## src/rtl/pattern_pkg.sv

```systemverilog
// Shared code, pattern and FSM-state constants for the pattern transmitter.
package pattern_pkg;

  localparam logic [1:0] CODE_SPACER = 2'd0;
  localparam logic [1:0] CODE_P001   = 2'd1;
  localparam logic [1:0] CODE_P110   = 2'd2;
  localparam logic [1:0] CODE_RSVD   = 2'd3;

  localparam logic [2:0] PAT_SPACER = 3'b000;
  localparam logic [2:0] PAT_001    = 3'b001;
  localparam logic [2:0] PAT_110    = 3'b110;

  localparam logic [1:0] ST_IDLE  = 2'd0;
  localparam logic [1:0] ST_SHIFT = 2'd1;
  localparam logic [1:0] ST_GUARD = 2'd2;

  function automatic logic [2:0] code_to_pattern(input logic [1:0] code);
    case (code)
      CODE_P110: code_to_pattern = PAT_110;
      CODE_P001: code_to_pattern = PAT_001;
      default:   code_to_pattern = PAT_SPACER;
    endcase
  endfunction

endpackage

```

## src/rtl/pattern_fifo.sv

```systemverilog
// Code FIFO for pattern_tx: DEPTH entries (power of 2), push ignored when full,
// pop ignored when empty, pointers wrap modulo DEPTH.
module pattern_fifo
  import pattern_pkg::*;
#(
  parameter int DEPTH = 4
) (
  input  logic                   clock,
  input  logic                   reset_n,
  input  logic                   push,
  input  logic [1:0]             push_code,
  input  logic                   pop,
  output logic [1:0]             head,
  output logic                   full,
  output logic                   empty,
  output logic [$clog2(DEPTH):0] count
);

  localparam int AW = $clog2(DEPTH);
  localparam int CW = AW + 1;

  logic [1:0]    mem [DEPTH];
  logic [AW-1:0] wr_ptr;
  logic [AW-1:0] rd_ptr;
  logic          do_push;
  logic          do_pop;

  assign full    = (count == CW'(DEPTH));
  assign empty   = (count == '0);
  assign do_push = push && !full;
  assign do_pop  = pop && !empty;
  assign head    = mem[rd_ptr];

  always_ff @(posedge clock or negedge reset_n) begin
    if (!reset_n) begin
      wr_ptr <= '0;
      rd_ptr <= '0;
      count  <= '0;
    end else begin
      if (do_push) wr_ptr <= wr_ptr + AW'(1);
      if (do_pop)  rd_ptr <= rd_ptr + AW'(1);
      count <= count + CW'(do_push) - CW'(do_pop);
    end
  end

  // Storage is data only; occupancy is tracked by the reset pointers/count.
  always_ff @(posedge clock) begin
    if (do_push) mem[wr_ptr] <= push_code;
  end

endmodule

```

## src/rtl/pattern_tx.sv

```systemverilog
// Serial 3-bit pattern transmitter fed by a code FIFO, MSB first.
// Optional PATTERN_TX_GUARD_EN adds one inverted guard bit after each pattern.
module pattern_tx
  import pattern_pkg::*;
#(
  parameter int   FIFO_DEPTH = 4,
  parameter logic IDLE_BIT   = 1'b0
) (
  input  logic       clock,
  input  logic       reset_n,
  input  logic       req_valid,
  input  logic [1:0] req_code,
  output logic       req_ready,
  output logic       o,
  output logic       busy,
  output logic       done,
  output logic       err
);

  logic [1:0]                 state;
  logic [1:0]                 idx;
  logic                       ready_en;
  logic                       accept;
  logic                       push;
  logic                       load;
  logic [1:0]                 head;
  logic [2:0]                 head_pat;
  logic                       full;
  logic                       empty;
  logic [$clog2(FIFO_DEPTH):0] count;
  logic [1:0]                 sreg_p0;
  logic                       o_p0;
  logic                       done_p0;
  logic                       err_p0;

  assign req_ready = ready_en && !full;
  assign accept    = req_valid && req_ready;
  assign push      = accept && (req_code != CODE_RSVD);
  assign head_pat  = code_to_pattern(head);
  assign busy      = (state != ST_IDLE) || (count != '0);
  assign o         = o_p0;
  assign done      = done_p0;
  assign err       = err_p0;

  pattern_fifo #(
    .DEPTH(FIFO_DEPTH)
  ) u_fifo (
    .clock    (clock),
    .reset_n  (reset_n),
    .push     (push),
    .push_code(req_code),
    .pop      (load),
    .head     (head),
    .full     (full),
    .empty    (empty),
    .count    (count)
  );

  // Head is popped on the same edge its bit2 goes out, so patterns run back-to-back.
  always_comb begin
    load = 1'b0;
    if (!empty) begin
      case (state)
        ST_IDLE:  load = 1'b1;
`ifdef PATTERN_TX_GUARD_EN
        ST_GUARD: load = 1'b1;
`else
        ST_SHIFT: load = (idx == 2'd0);
`endif
        default:  load = 1'b0;
      endcase
    end
  end

  always_ff @(posedge clock or negedge reset_n) begin
    if (!reset_n) begin
      state    <= ST_IDLE;
      idx      <= 2'd0;
      o_p0     <= IDLE_BIT;
      done_p0  <= 1'b0;
      err_p0   <= 1'b0;
      ready_en <= 1'b0;
    end else begin
      ready_en <= 1'b1;
      err_p0   <= accept && (req_code == CODE_RSVD);
      done_p0  <= 1'b0;
      if (load) begin
        state <= ST_SHIFT;
        idx   <= 2'd2;
        o_p0  <= head_pat[2];
      end else begin
        case (state)
          ST_SHIFT: begin
            if (idx == 2'd2) begin
              idx  <= 2'd1;
              o_p0 <= sreg_p0[1];
            end else if (idx == 2'd1) begin
              idx     <= 2'd0;
              o_p0    <= sreg_p0[0];
              done_p0 <= 1'b1;
            end else begin
`ifdef PATTERN_TX_GUARD_EN
              state <= ST_GUARD;
              o_p0  <= ~sreg_p0[0];
`else
              state <= ST_IDLE;
              o_p0  <= IDLE_BIT;
`endif
            end
          end
          default: begin
            state <= ST_IDLE;
            o_p0  <= IDLE_BIT;
          end
        endcase
      end
    end
  end

  // Bit2 leaves directly from the FIFO head; only bits 1..0 need holding.
  always_ff @(posedge clock) begin
    if (load) sreg_p0 <= head_pat[1:0];
  end

endmodule

```

## config.mk

```make
export PLATFORM = sky130hd
export DESIGN_NAME = pattern_tx
export DESIGN_NICKNAME = d
export VERILOG_FILES = /design/src/rtl/pattern_pkg.sv /design/src/rtl/pattern_fifo.sv /design/src/rtl/pattern_tx.sv
export SDC_FILE = /design/constraint.sdc
export NUM_CORES = 1
export LEC_CHECK = 0
export CAP_MARGIN = 15
export CORE_ASPECT_RATIO = 1.2
export CORE_MARGIN = 2
export CORE_UTILIZATION = 58
export DETAILED_ROUTE_END_ITERATION = 7
export PLACE_DENSITY_LB_ADDON = 0.08
export SLEW_MARGIN = 20
export SYNTH_ARGS = -nofsm -noshare
export SYNTH_HDL_FRONTEND = slang
export SYNTH_SLANG_ARGS = --single-unit
```

## constraint.sdc

```tcl
create_clock -name clock -period 4.7 [get_ports clock]
set_clock_uncertainty 0.1 [all_clocks]
set_input_delay 0.94 -clock clock [delete_from_list [all_inputs] [get_ports clock]]
set_output_delay 0.94 -clock clock [all_outputs]
set_load 0.05 [all_outputs]
```

# Word-level counts from Yosys, hierarchy flattened
# Memories as Yosys holds them, arrays and structs flattened.
# Index checks and enable logic that the tools add are counted.
# totals
wordCells	64
out_inout_bits	5
regBits	17
mem_bits_rw	8
memories	1
# mem_list
memory	words	word_bits	rd	rd_ports_with_merged_regs	wr	line_no	rtl
u_fifo.mem	4	2	1	0	1	pattern_fifo.sv:22	logic [1:0] mem [DEPTH];
# op_classes
eq_ne	10
n_addsub	4
n_reduce_logical	18
mux	21
# ops
operator	count
2-bit two-way mux	8
1-bit two-way mux	11
2-bit by 1-bit equality test with 1-bit output, second input constant	3
2-bit equality test, second input constant	3
1-bit logical AND	6
3-bit by 2-bit != test with 1-bit output, second input constant	2
3-bit case mux with 2 select lines	1
3-bit nonzero test	2
2-bit by 1-bit adder with 2-bit output, second input constant	2
2-bit zero test	2
2-bit AND reduction	2
2-bit nonzero test	2
3-bit by 1-bit adder with 3-bit output	1
3-bit equality test, second input constant	1
3-bit zero test	1
3-bit by 1-bit subtractor with 3-bit output	1
1-bit zero test	2
2-bit != test, second input constant	1
1-bit case mux with 2 select lines	1
1-bit logical OR	1

# Logic depth before layout (Yosys ltp)
# Gate-level depths: netlist (run 1).
# depth
ltp_word	8
ltp_mapped	10
depth_no_buf	10

# Modules after synthesis
# A second synthesis (run 1) with hierarchy kept.
# hier_totals
cells_unflattened	90
area_unflattened_um2	1172.4
# modules_own_cells
mod	instances	area_each_um2	cells_per_inst
pattern_fifo	1	764.5	52
pattern_tx	1	407.9	38

# Least setup slack after synthesis (run 1)
# Ideal clock, no wire load.
# synth_timing
path_type	register to output
start	register u_fifo.count[1]
end	output port req_ready
n_path_buf	0
stages_incl_launch_ff	3
setup_slack_ns	1.990
arrival_time_ns	1.670
cell_sequence	dfrtp_1 > nor2_1 > a21boi_0
# synth_between
elab_chain_len	3
# synth_rtl
element	line_no	rtl
start: declaration	pattern_fifo.sv:16	output logic [$clog2(DEPTH):0] count
start signal: assignment	pattern_fifo.sv:42	count <= count + CW'(do_push) - CW'(do_pop);
3-bit equality test	pattern_fifo.sv:28	assign full = (count == CW'(DEPTH));
1-bit zero test	pattern_tx.sv:36	assign req_ready = ready_en && !full;
1-bit logical AND	pattern_tx.sv:36	
end: declaration	pattern_tx.sv:13	output logic req_ready,
# No other way between the ends.

# Worst setup path after layout (run 1)
# layout_timing
start	register u_fifo.count[2]
end	output port busy
# layout_between
elab_chain_len	2
# layout_rtl
element	line_no	rtl
3-bit nonzero test	pattern_tx.sv:40	assign busy = (state != ST_IDLE) || (count != '0);
1-bit logical OR	pattern_tx.sv:40	
end: declaration	pattern_tx.sv:15	output logic busy,
# No other way between the ends.

==> impl_metrics.csv, run 1 <==
group,metric,value,unit
power,p_leak,0.498,nW
cts,htree_levels,1,
route,drc,0,
cts,cts_buffers,3,
timing,grt_setup_unrepaired,"false",
route,dr.pass1.iters,4,
setup_path,startpoint_type,"flip-flop",
route,via_per_inst,5.52,
floorplanning,fp.dieW,43.2,um
yosys,syn_area,0.00107,mm^2
setup_path,r2r_cells,10,
route,wl,1.58,mm
floorplanning,io_pins,10,
setup_path,crit_path_end_kind,"output port",
yosys,synth_top_family_by_area,"simple AND/OR/NAND/NOR gates",
floorplanning,dieHeight,51.1,um
setup_path,cp_slowest_cell,"clkdlybuf4s50_1",
place,place.port_buffers,9,
timing,maxSlewHeadroom,57.6,%
setup_path,crit_family,"buffers and inverters",
setup_path,criticalPathCategory,"flip-flop to output port",
place,gp_routability_congestion,0.688,
finish,num-nets-final,102,
yosys,syn_nets,88,
setup_path,reg2reg_from,"u_fifo.count[2]",
setup_path,cp_num_buf_inv,2,
yosys,synth-seq-cells,24,
cts,ctsHoldBuffers,0,
timing,setup_viol,0,
job,cap_violations,0,
route,final_antenna_net_count,0,
timing,finalSetupTns,0,ps
yosys,synth-edff-count,10,
route,route.met3.wl,52,um
route,num_vias,596,
timing,finalCriticalPeriod,3190,ps
yosys,synth-simple-area-share,9.58,%
cts,clk_transition_reported_paths,120,ps
power,power_density,641,mW/mm^2
timing,worst_pin_slew,635,ps
yosys,avgSynthCellArea,14.1,um^2
route,wire_per_inst,14.6,um
timing,hold-worst-slack,467,ps
worst_hold_path,hold_path.class,"flip-flop to flip-flop",
timing,finalCritPeriodShare,68.0,%
worst_hold_path,hold_path_startpoint,"u_fifo.rd_ptr[1]",
yosys,netlist_instances,76,
setup_path,slowest_delay,710,ps
cts,clk_latency,320,ps
timing,hold_viol_final,0,
worst_hold_path,holdPathEnd,"u_fifo.rd_ptr[1]",
yosys,synth_compound_area_share,7.48,%
place,hpwlAfterDp,1.18,mm
finish,antenna_cells,0,
grt,grt_pass1_vias,626,
timing,max_freq,0.313,GHz
setup_path,worstPathArrival,2150,ps
finish,final_cell_mix,"14 x dfrtp_1, 10 x edfxtp_1, 9 x clkdlybuf4s50_1",
finish,drive_gt1_share,10.1,%
cts,postCtsSetupRepairBufs,0,
finish,area_delta_synth_final,13.1,%
route,top_layer,"met4",
finish,layout_commonest_cell,"dfrtp_1",
yosys,ys_warn_count,0,
route,route.met2.wl,796,um
yosys,synth-seq-area-share,60.7,%
grt,grt_max_degree,15,
timing,setup_ws,1510,ps
cts,clockRootBuffer,"clkbuf_4",
cts,post_cts_resize_count,0,
cts,cts_tree,"done",
setup_path,path_max_fanout,6,
setup_path,worstPathRequired,3660,ps
place,dp_slack,1630,ps
yosys,muxShareOfSynthArea,5.26,%
grt,gr-total-overflow,0,
cts,cts.sinks,24,
setup_path,crit_chain,"nor4_1 -> inv_1 -> clkdlybuf4s50_1",
floorplanning,die_area,0.00221,mm^2
grt,antenna_found_initial,0,
worst_hold_path,whs_path_depth,1,
yosys,ys_types,25,
timing,slew_viol_final,0,
cts,clockBufferDepth,2,
grt,grt_pass1_wl,2.77,mm
finish,fillers,139,
floorplanning,core.rowCount,17,
floorplanning,start_util,59.9,%
power,ir_drop,0.368,mV
route,wl_met1,685,um
grt,grt_usage,18.2,%
yosys,synthXorXnorAreaFrac,4.91,%
setup_path,reg2reg_slack,2120,ps
yosys,ys.flop_type,"dfrtp_1",
route,first_iter_violations,15,
status,status,"finished clean",
floorplanning,coreArea,0.00179,mm^2
yosys,synth_fa_ha_area_share,8.88,%
yosys,async_flop_share,58.3,%
setup_path,rr_endpoint,"u_fifo.count[2]",
## final cells by class
type	count	area (um^2)	share of cell area, %
inverters	8	30.0	2.48
clock buffers	4	26.3	2.17
well taps	19	23.8	1.96
flip-flops and latches	24	651	53.7
multi-input cells	44	390	32.2
repair buffers	9	90.1	7.44
## registers in the layout, indices dropped and copies added, names as in the netlist
| signal | count |
|---|---|
| o | 1 |
| u_fifo.rd_ptr | 2 |
| sreg_p0 | 2 |
| idx | 2 |
| u_fifo.mem | 8 |
| ready_en | 1 |
| u_fifo.wr_ptr | 2 |
| u_fifo.count | 3 |
| done | 1 |
| state | 1 |
| err | 1 |
## worst max path at each step
stage	end	depth (start not counted)	slack (ps)	start
floorplan	req_ready	2	1990	u_fifo.count[1]
global route	busy	3	1370	u_fifo.count[2]
finish	busy	3	1510	u_fifo.count[2]
detailed placement	u_fifo.count[2]	7	1630	req_code[1]
CTS	busy	3	1510	u_fifo.count[2]
global placement	u_fifo.count[2]	7	1670	req_code[1]
## metal layers
| layer | vias to the layer above | global-route usage (%) |
|---|---|---|
| li1 | 287 | - |
| met1 | 294 | 21.7 |
| met2 | 10 | 29.1 |
| met3 | 5 | 5.30 |
| met4 | 0 | 10.6 |
| met5 | - | 0 |
## power by group
group	switching [mW]	internal [mW]	leakage [nW]
Clock	0.0604	0.0332	0.0150
Sequential	0.0727	0.296	0.260
Combinational	0.163	0.151	0.223
Total	0.296	0.480	0.498
## Yosys cell counts (2+ instances only)
cell	n	share of area, %
and2_1	4	2.3
dfrtp_1	14	33
edfxtp_1	10	28
ha_1	6	7.0
inv_1	8	2.8
mux4_2	2	4.2
nand2_1	6	2.1
nor2_1	2	0.70
o21ai_0	3	1.4
xnor2_1	6	4.9
## worst reg2reg max path, cell delays in order (launching register included)
cell	delay, ps
dfrtp_1	490
or3_1	440
nand2_1	150
inv_1	110
ha_1	300
inv_1	60
ha_1	130
inv_1	50
fa_1	370
xnor2_1	190
xnor2_1	130
## stage by stage
| step | utilization, % | total power [mW] | cells | cell area (um^2) |
|---|---|---|---|---|
| global route | 67.8 | 0.845 | 108 | 1210 |
| global placement | 66.3 | 0.675 | 104 | 1180 |
| finish | 67.8 | 0.776 | 108 | 1210 |
| CTS | 67.8 | 0.784 | 108 | 1210 |
| detailed placement | 66.3 | 0.693 | 104 | 1180 |
| floorplan | - | 0.602 | 76 | 1070 |
## logic make-up after synthesis
family	count (synthesis)
other cells	1
buf+inv	8
xor+xnor	6
flops	24
simple gates	18
fa+ha+maj	7
mux	3
compound gates	9
Note: power is estimated with default switching activity, not from simulation.
==> run 2: changes to the inputs <==
--- a/config.mk
+++ b/config.mk
@@ -8,7 +8,7 @@
 export CAP_MARGIN = 15
 export CORE_ASPECT_RATIO = 1.2
 export CORE_MARGIN = 2
-export CORE_UTILIZATION = 58
+export CORE_UTILIZATION = 49
 export DETAILED_ROUTE_END_ITERATION = 7
 export PLACE_DENSITY_LB_ADDON = 0.08
 export SLEW_MARGIN = 20
==> constraint.sdc (replaced) <==
create_clock -name clock -period 2.8 [get_ports clock]
set_clock_uncertainty 0.1 [all_clocks]
set_input_delay 0.56 -clock clock [delete_from_list [all_inputs] [get_ports clock]]
set_output_delay 0.56 -clock clock [all_outputs]
set_load 0.05 [all_outputs]
==> run 2 against run 1 <==
Clock-buffer cell count unchanged. Hold slack lost 31 ps. Die area up 17%. Critical path depth rose by 1. Worst setup slack worse by 1300 ps. Via count is 2.7% lower. First-iteration DRC count down 60%. Non-clock buffer count grew 3. Total power grew 71%. Register-to-register slack worse by 1800 ps. Utilization is 7.1 points lower. Sequential share of layout area fell by 2.0 points. Critical endpoint unchanged.
==> impl_metrics.csv, run 2 (synthesized netlist as in run 1, its figures left out) <==
group,metric,value,unit
status,status,"finished clean",
cts,cts_buffers,3,
grt,grt_max_degree,15,
finish,top_register,"u_fifo.mem",
finish,drive_gt1_share,14.1,%
place,dp_slack,236,ps
cts,postCtsSetupRepairBufs,0,
finish,area_delta_synth_final,17.4,%
timing,setup_ws,181,ps
route,wire_per_inst,12.4,um
timing,finalSetupTns,0,ps
timing,max_freq,0.382,GHz
place,gp_routability_congestion,0.706,
route,drc,0,
place,place.port_buffers,9,
finish,utilization,60.7,%
route,final_antenna_net_count,0,
floorplanning,io_pins,10,
floorplanning,dieHeight,55.2,um
floorplanning,coreArea,0.00207,mm^2
timing,hold_viol_final,0,
cts,clockRootBuffer,"clkbuf_4",
job,cap_violations,0,
finish,top_regs,"u_fifo.mem (8), u_fifo.count (3)",
setup_path,path_max_fanout,5,
route,wl,1.52,mm
floorplanning,start_util,51.7,%
grt,gr-total-overflow,0,
finish,final_cell_mix,"14 x dfrtp_1, 10 x edfxtp_1, 9 x clkdlybuf4s50_1",
finish,layout_commonest_cell,"dfrtp_1",
cts,cts_tree,"done",
grt,grt_pass1_vias,592,
grt,antenna_found_initial,0,
setup_path,crit_path_end_kind,"output port",
timing,setup_viol,0,
setup_path,criticalPathCategory,"flip-flop to output port",
floorplanning,core.rowCount,18,
finish,final_cells,122,
route,num_vias,580,
finish,largest_reg_flops,8,
route,first_iter_violations,6,
worst_hold_path,hold_path.class,"flip-flop to flip-flop",
timing,finalCriticalPeriod,2620,ps
power,ir_drop,0.818,mV
finish,num-nets-final,105,
timing,maxSlewHeadroom,58.8,%
finish,antenna_cells,0,
grt,grt_pass1_wl,2.64,mm
power,power_density,1060,mW/mm^2
cts,post_cts_resize_count,0,
cts,clockBufferDepth,2,
timing,slew_viol_final,0,
cts,cts.sinks,24,
route,dr.pass1.iters,6,
finish,postLayoutCellArea,0.00126,mm^2
cts,htree_levels,1,
setup_path,worstPathRequired,2140,ps
cts,ctsHoldBuffers,0,
floorplanning,fp.dieW,46.7,um
timing,grt_setup_unrepaired,"false",
place,dpl-instance-area,0.00122,mm^2
timing,finalCritPeriodShare,93.5,%
grt,grt_usage,13.7,%
floorplanning,die_area,0.00258,mm^2
route,via_per_inst,4.75,
place,hpwlAfterDp,1.20,mm
place,placed_cells,118,
cts,clk_transition_reported_paths,120,ps
power,p_leak,0.519,nW
cts,clk_latency,300,ps
setup_path,startpoint_type,"flip-flop",
timing,worst_pin_slew,617,ps
setup_path,worstPathArrival,1960,ps
run 2: layout make-up:
| class | count | area [um^2] |
|---|---|---|
| Clock buffer | 4 | 36.3 |
| Timing Repair Buffer | 12 | 113 |
| Multi-Input combinational cell | 44 | 390 |
| Inverter | 8 | 30.0 |
| Tap cell | 30 | 37.5 |
| Fill cell | 169 | 815 |
| Sequential cell | 24 | 651 |
run 2: critical path, stage by stage (launching register included):
cell             delay (ps)
dfrtp_1                 400
buf_4                   160
nor4_1                  330
inv_1                    70
clkdlybuf4s50_1         700
run 2: layer usage:
| layer | global-route usage, % | wire length (um) |
|---|---|---|
| met5 | 0 | 0 |
| met2 | 21.2 | 755 |
| met1 | 20.3 | 721 |
| met4 | 3.57 | 17 |
| met3 | 1.96 | 23 |
run 2: power breakdown:
group          total (mW)  internal (mW)  switching [mW]
clock network       0.172         0.0792          0.0924
registers           0.601          0.496           0.104
logic               0.555          0.264           0.291
run 2: worst paths after layout:
| kind | start | cells past startpoint | end | slack [ps] |
|---|---|---|---|---|
| min in group asynchronous | reset_n | 1 | u_fifo.rd_ptr[1] | 530 |
| hold / removal | u_fifo.rd_ptr[1] | 1 | u_fifo.rd_ptr[1] | 440 |
| max in group asynchronous | reset_n | 1 | u_fifo.count[1] | 1670 |
| setup / recovery | u_fifo.count[2] | 4 | busy | 180 |
| hold reg to reg | u_fifo.rd_ptr[1] | 1 | u_fifo.rd_ptr[1] | 440 |
| setup reg to reg | u_fifo.count[1] | 10 | u_fifo.count[2] | 330 |
run 2: through the flow:
step,total power [mW],hold slack (ps)
after floorplan,1.01,164
after global placement,1.16,418
after detailed placement,1.17,420
after CTS,1.34,439
after global routing,1.44,475
final,1.33,436
==> run 3: changes to the inputs <==
--- a/config.mk
+++ b/config.mk
@@ -8,7 +8,7 @@
 export CAP_MARGIN = 15
 export CORE_ASPECT_RATIO = 1.2
 export CORE_MARGIN = 2
-export CORE_UTILIZATION = 49
+export CORE_UTILIZATION = 54
 export DETAILED_ROUTE_END_ITERATION = 7
 export PLACE_DENSITY_LB_ADDON = 0.08
 export SLEW_MARGIN = 20
==> constraint.sdc (replaced) <==
create_clock -name clock -period 2.5 [get_ports clock]
set_clock_uncertainty 0.1 [all_clocks]
set_input_delay 0.5 -clock clock [delete_from_list [all_inputs] [get_ports clock]]
set_output_delay 0.5 -clock clock [all_outputs]
set_load 0.05 [all_outputs]
==> run 3 against run 2 <==
First-iteration DRC count is 50% lower. Sequential power increased by 6.3%. Total power increased by 19%. Global-route usage grew 4.9 points. Die area is 8.5% lower. Hold slack better by 14 ps. Utilization grew 9.2 points. Cell count decreased by 3.3%. Final area grew 2.9%. Clock-buffer cell count shrank 1. Register-to-register slack worse by 220 ps. Largest power group is now combinational logic. Highest routed layer unchanged.
==> impl_metrics.csv, run 3 (synthesized netlist as in run 1, its figures left out) <==
group,metric,value,unit
floorplanning,dieHeight,52.8,um
floorplanning,fp.dieW,44.7,um
finish,antenna_cells,0,
worst_hold_path,hold_path.class,"flip-flop to flip-flop",
finish,final_cell_mix,"14 x dfrtp_1, 12 x buf_4, 10 x edfxtp_1",
floorplanning,start_util,57.9,%
finish,area_delta_synth_final,20.8,%
cts,clk_latency,310,ps
route,dr.pass1.iters,3,
route,first_iter_violations,3,
cts,cts.sinks,24,
setup_path,cp_num_buf_inv,3,
floorplanning,die_area,0.00236,mm^2
grt,grt_max_degree,15,
setup_path,reg2reg_from,"u_fifo.count[2]",
setup_path,worstPathArrival,2500,ps
finish,num-nets-final,112,
job,cap_violations,0,
timing,setup_viol,0,
timing,finalCritPeriodShare,95.6,%
setup_path,startpoint_type,"flip-flop",
setup_path,crit_family,"adder cells",
setup_path,r2r_cells,10,
cts,cts_tree,"done",
cts,ctsHoldBuffers,0,
cts,post_cts_resize_count,0,
route,num_vias,621,
place,placed_cells,114,
worst_hold_path,hold_path_startpoint,"u_fifo.rd_ptr[1]",
grt,grt_pass1_vias,672,
power,ir_drop,0.811,mV
route,drc,0,
route,via_per_inst,5.26,
route,final_antenna_net_count,0,
timing,grt_setup_unrepaired,"false",
timing,finalSetupTns,0,ps
cts,htree_levels,1,
finish,drive_gt1_share,23.2,%
setup_path,worstPathRequired,2610,ps
timing,max_freq,0.419,GHz
setup_path,rr_endpoint,"u_fifo.count[2]",
setup_path,path_max_fanout,3,
floorplanning,core.rowCount,17,
setup_path,reg2reg_slack,110,ps
timing,maxSlewHeadroom,56.2,%
setup_path,cp_slowest_cell,"dfrtp_1",
grt,gr-total-overflow,0,
finish,top_register,"u_fifo.mem",
floorplanning,io_pins,10,
finish,final_cells,118,
timing,slew_viol_final,0,
cts,clockBufferDepth,2,
setup_path,crit_path_end_kind,"flip-flop",
floorplanning,coreArea,0.00185,mm^2
setup_path,criticalPathCategory,"flip-flop to flip-flop",
power,power_density,1220,mW/mm^2
finish,largest_reg_flops,8,
timing,hold_viol_final,0,
worst_hold_path,whs_path_depth,1,
setup_path,slowest_delay,400,ps
cts,cts_buffers,3,
cts,clockRootBuffer,"clkbuf_4",
setup_path,crit_chain,"or3_4 -> nand2_1 -> inv_1 -> ha_1 -> inv_1 -> ha_1 -> inv_1 -> fa_1 -> xnor2_2 -> xnor2_1",
setup_path,path_common_cell,"inv_1",
status,status,"finished clean",
power,p_leak,0.555,nW
grt,antenna_found_initial,0,
route,wire_per_inst,14.6,um
place,gp_routability_congestion,0.783,
finish,layout_commonest_cell,"dfrtp_1",
cts,postCtsSetupRepairBufs,0,
finish,utilization,69.9,%
place,place.port_buffers,9,
timing,finalCriticalPeriod,2390,ps
grt,grt_pass1_wl,2.90,mm
place,hpwlAfterDp,1.36,mm
route,wl,1.72,mm
grt,grt_usage,18.6,%
cts,clk_transition_reported_paths,120,ps
timing,worst_pin_slew,654,ps
worst_hold_path,holdPathEnd,"u_fifo.rd_ptr[1]",
timing,hold-worst-slack,451,ps
finish,top_regs,"u_fifo.mem (8), u_fifo.count (3)",
## run 3: changes by cell type in the layout (fill, tap and decap cells not counted), sizes merged
cell | before | now
clkdlybuf4s50 | 9 | 7
clkbuf | 4 | 3
buf | 3 | 12
clkinv | 0 | 1
## run 3: how the worst max path moves through the flow
| stage | from | endpoint | slack [ps] | cells past startpoint |
|---|---|---|---|---|
| floorplan | u_fifo.count[2] | u_fifo.count[2] | 90 | 10 |
| global placement | req_code[1] | u_fifo.count[2] | 130 | 7 |
| detailed placement | req_code[1] | u_fifo.count[2] | 80 | 7 |
| CTS | u_fifo.count[2] | u_fifo.count[2] | 70 | 10 |
| global route | u_fifo.count[2] | u_fifo.count[2] | 30 | 10 |
| finish | u_fifo.count[2] | u_fifo.count[2] | 110 | 10 |
## run 3: final cells by class
type	count	area (um^2)
clock inverter	1	3.75
sequential	24	651
tap	19	23.8
multi-input combinational	44	403
fill	138	557
clock buffer	3	22.5
inverter	8	30.0
timing repair buffer	19	160
## run 3: metal layers
metal  vias to the layer above  share of wire (%)  track usage [%]
met5                         -                  0                0
met4                         0                1.9             12.1
met1                       301                 41             20.3
met2                         9                 55             32.4
li1                        307                  -                -
met3                         4                2.0             3.10
## run 3: per-stage QoR
step,setup slack [ps],power (mW),cell area [um^2]
4_1_cts,73.3,1.56,1280
5_1_grt,26.0,1.70,1290
3_5_place_dp,77.4,1.40,1250
2_1_floorplan,93.9,1.13,1070
6_report,111,1.58,1290
3_3_place_gp,132,1.38,1250
## run 3: where the power goes
group	internal [mW]	switching, mW	total (mW)
sequential	0.556	0.0828	0.639
clock	0.0584	0.111	0.169
combinational	0.382	0.387	0.769
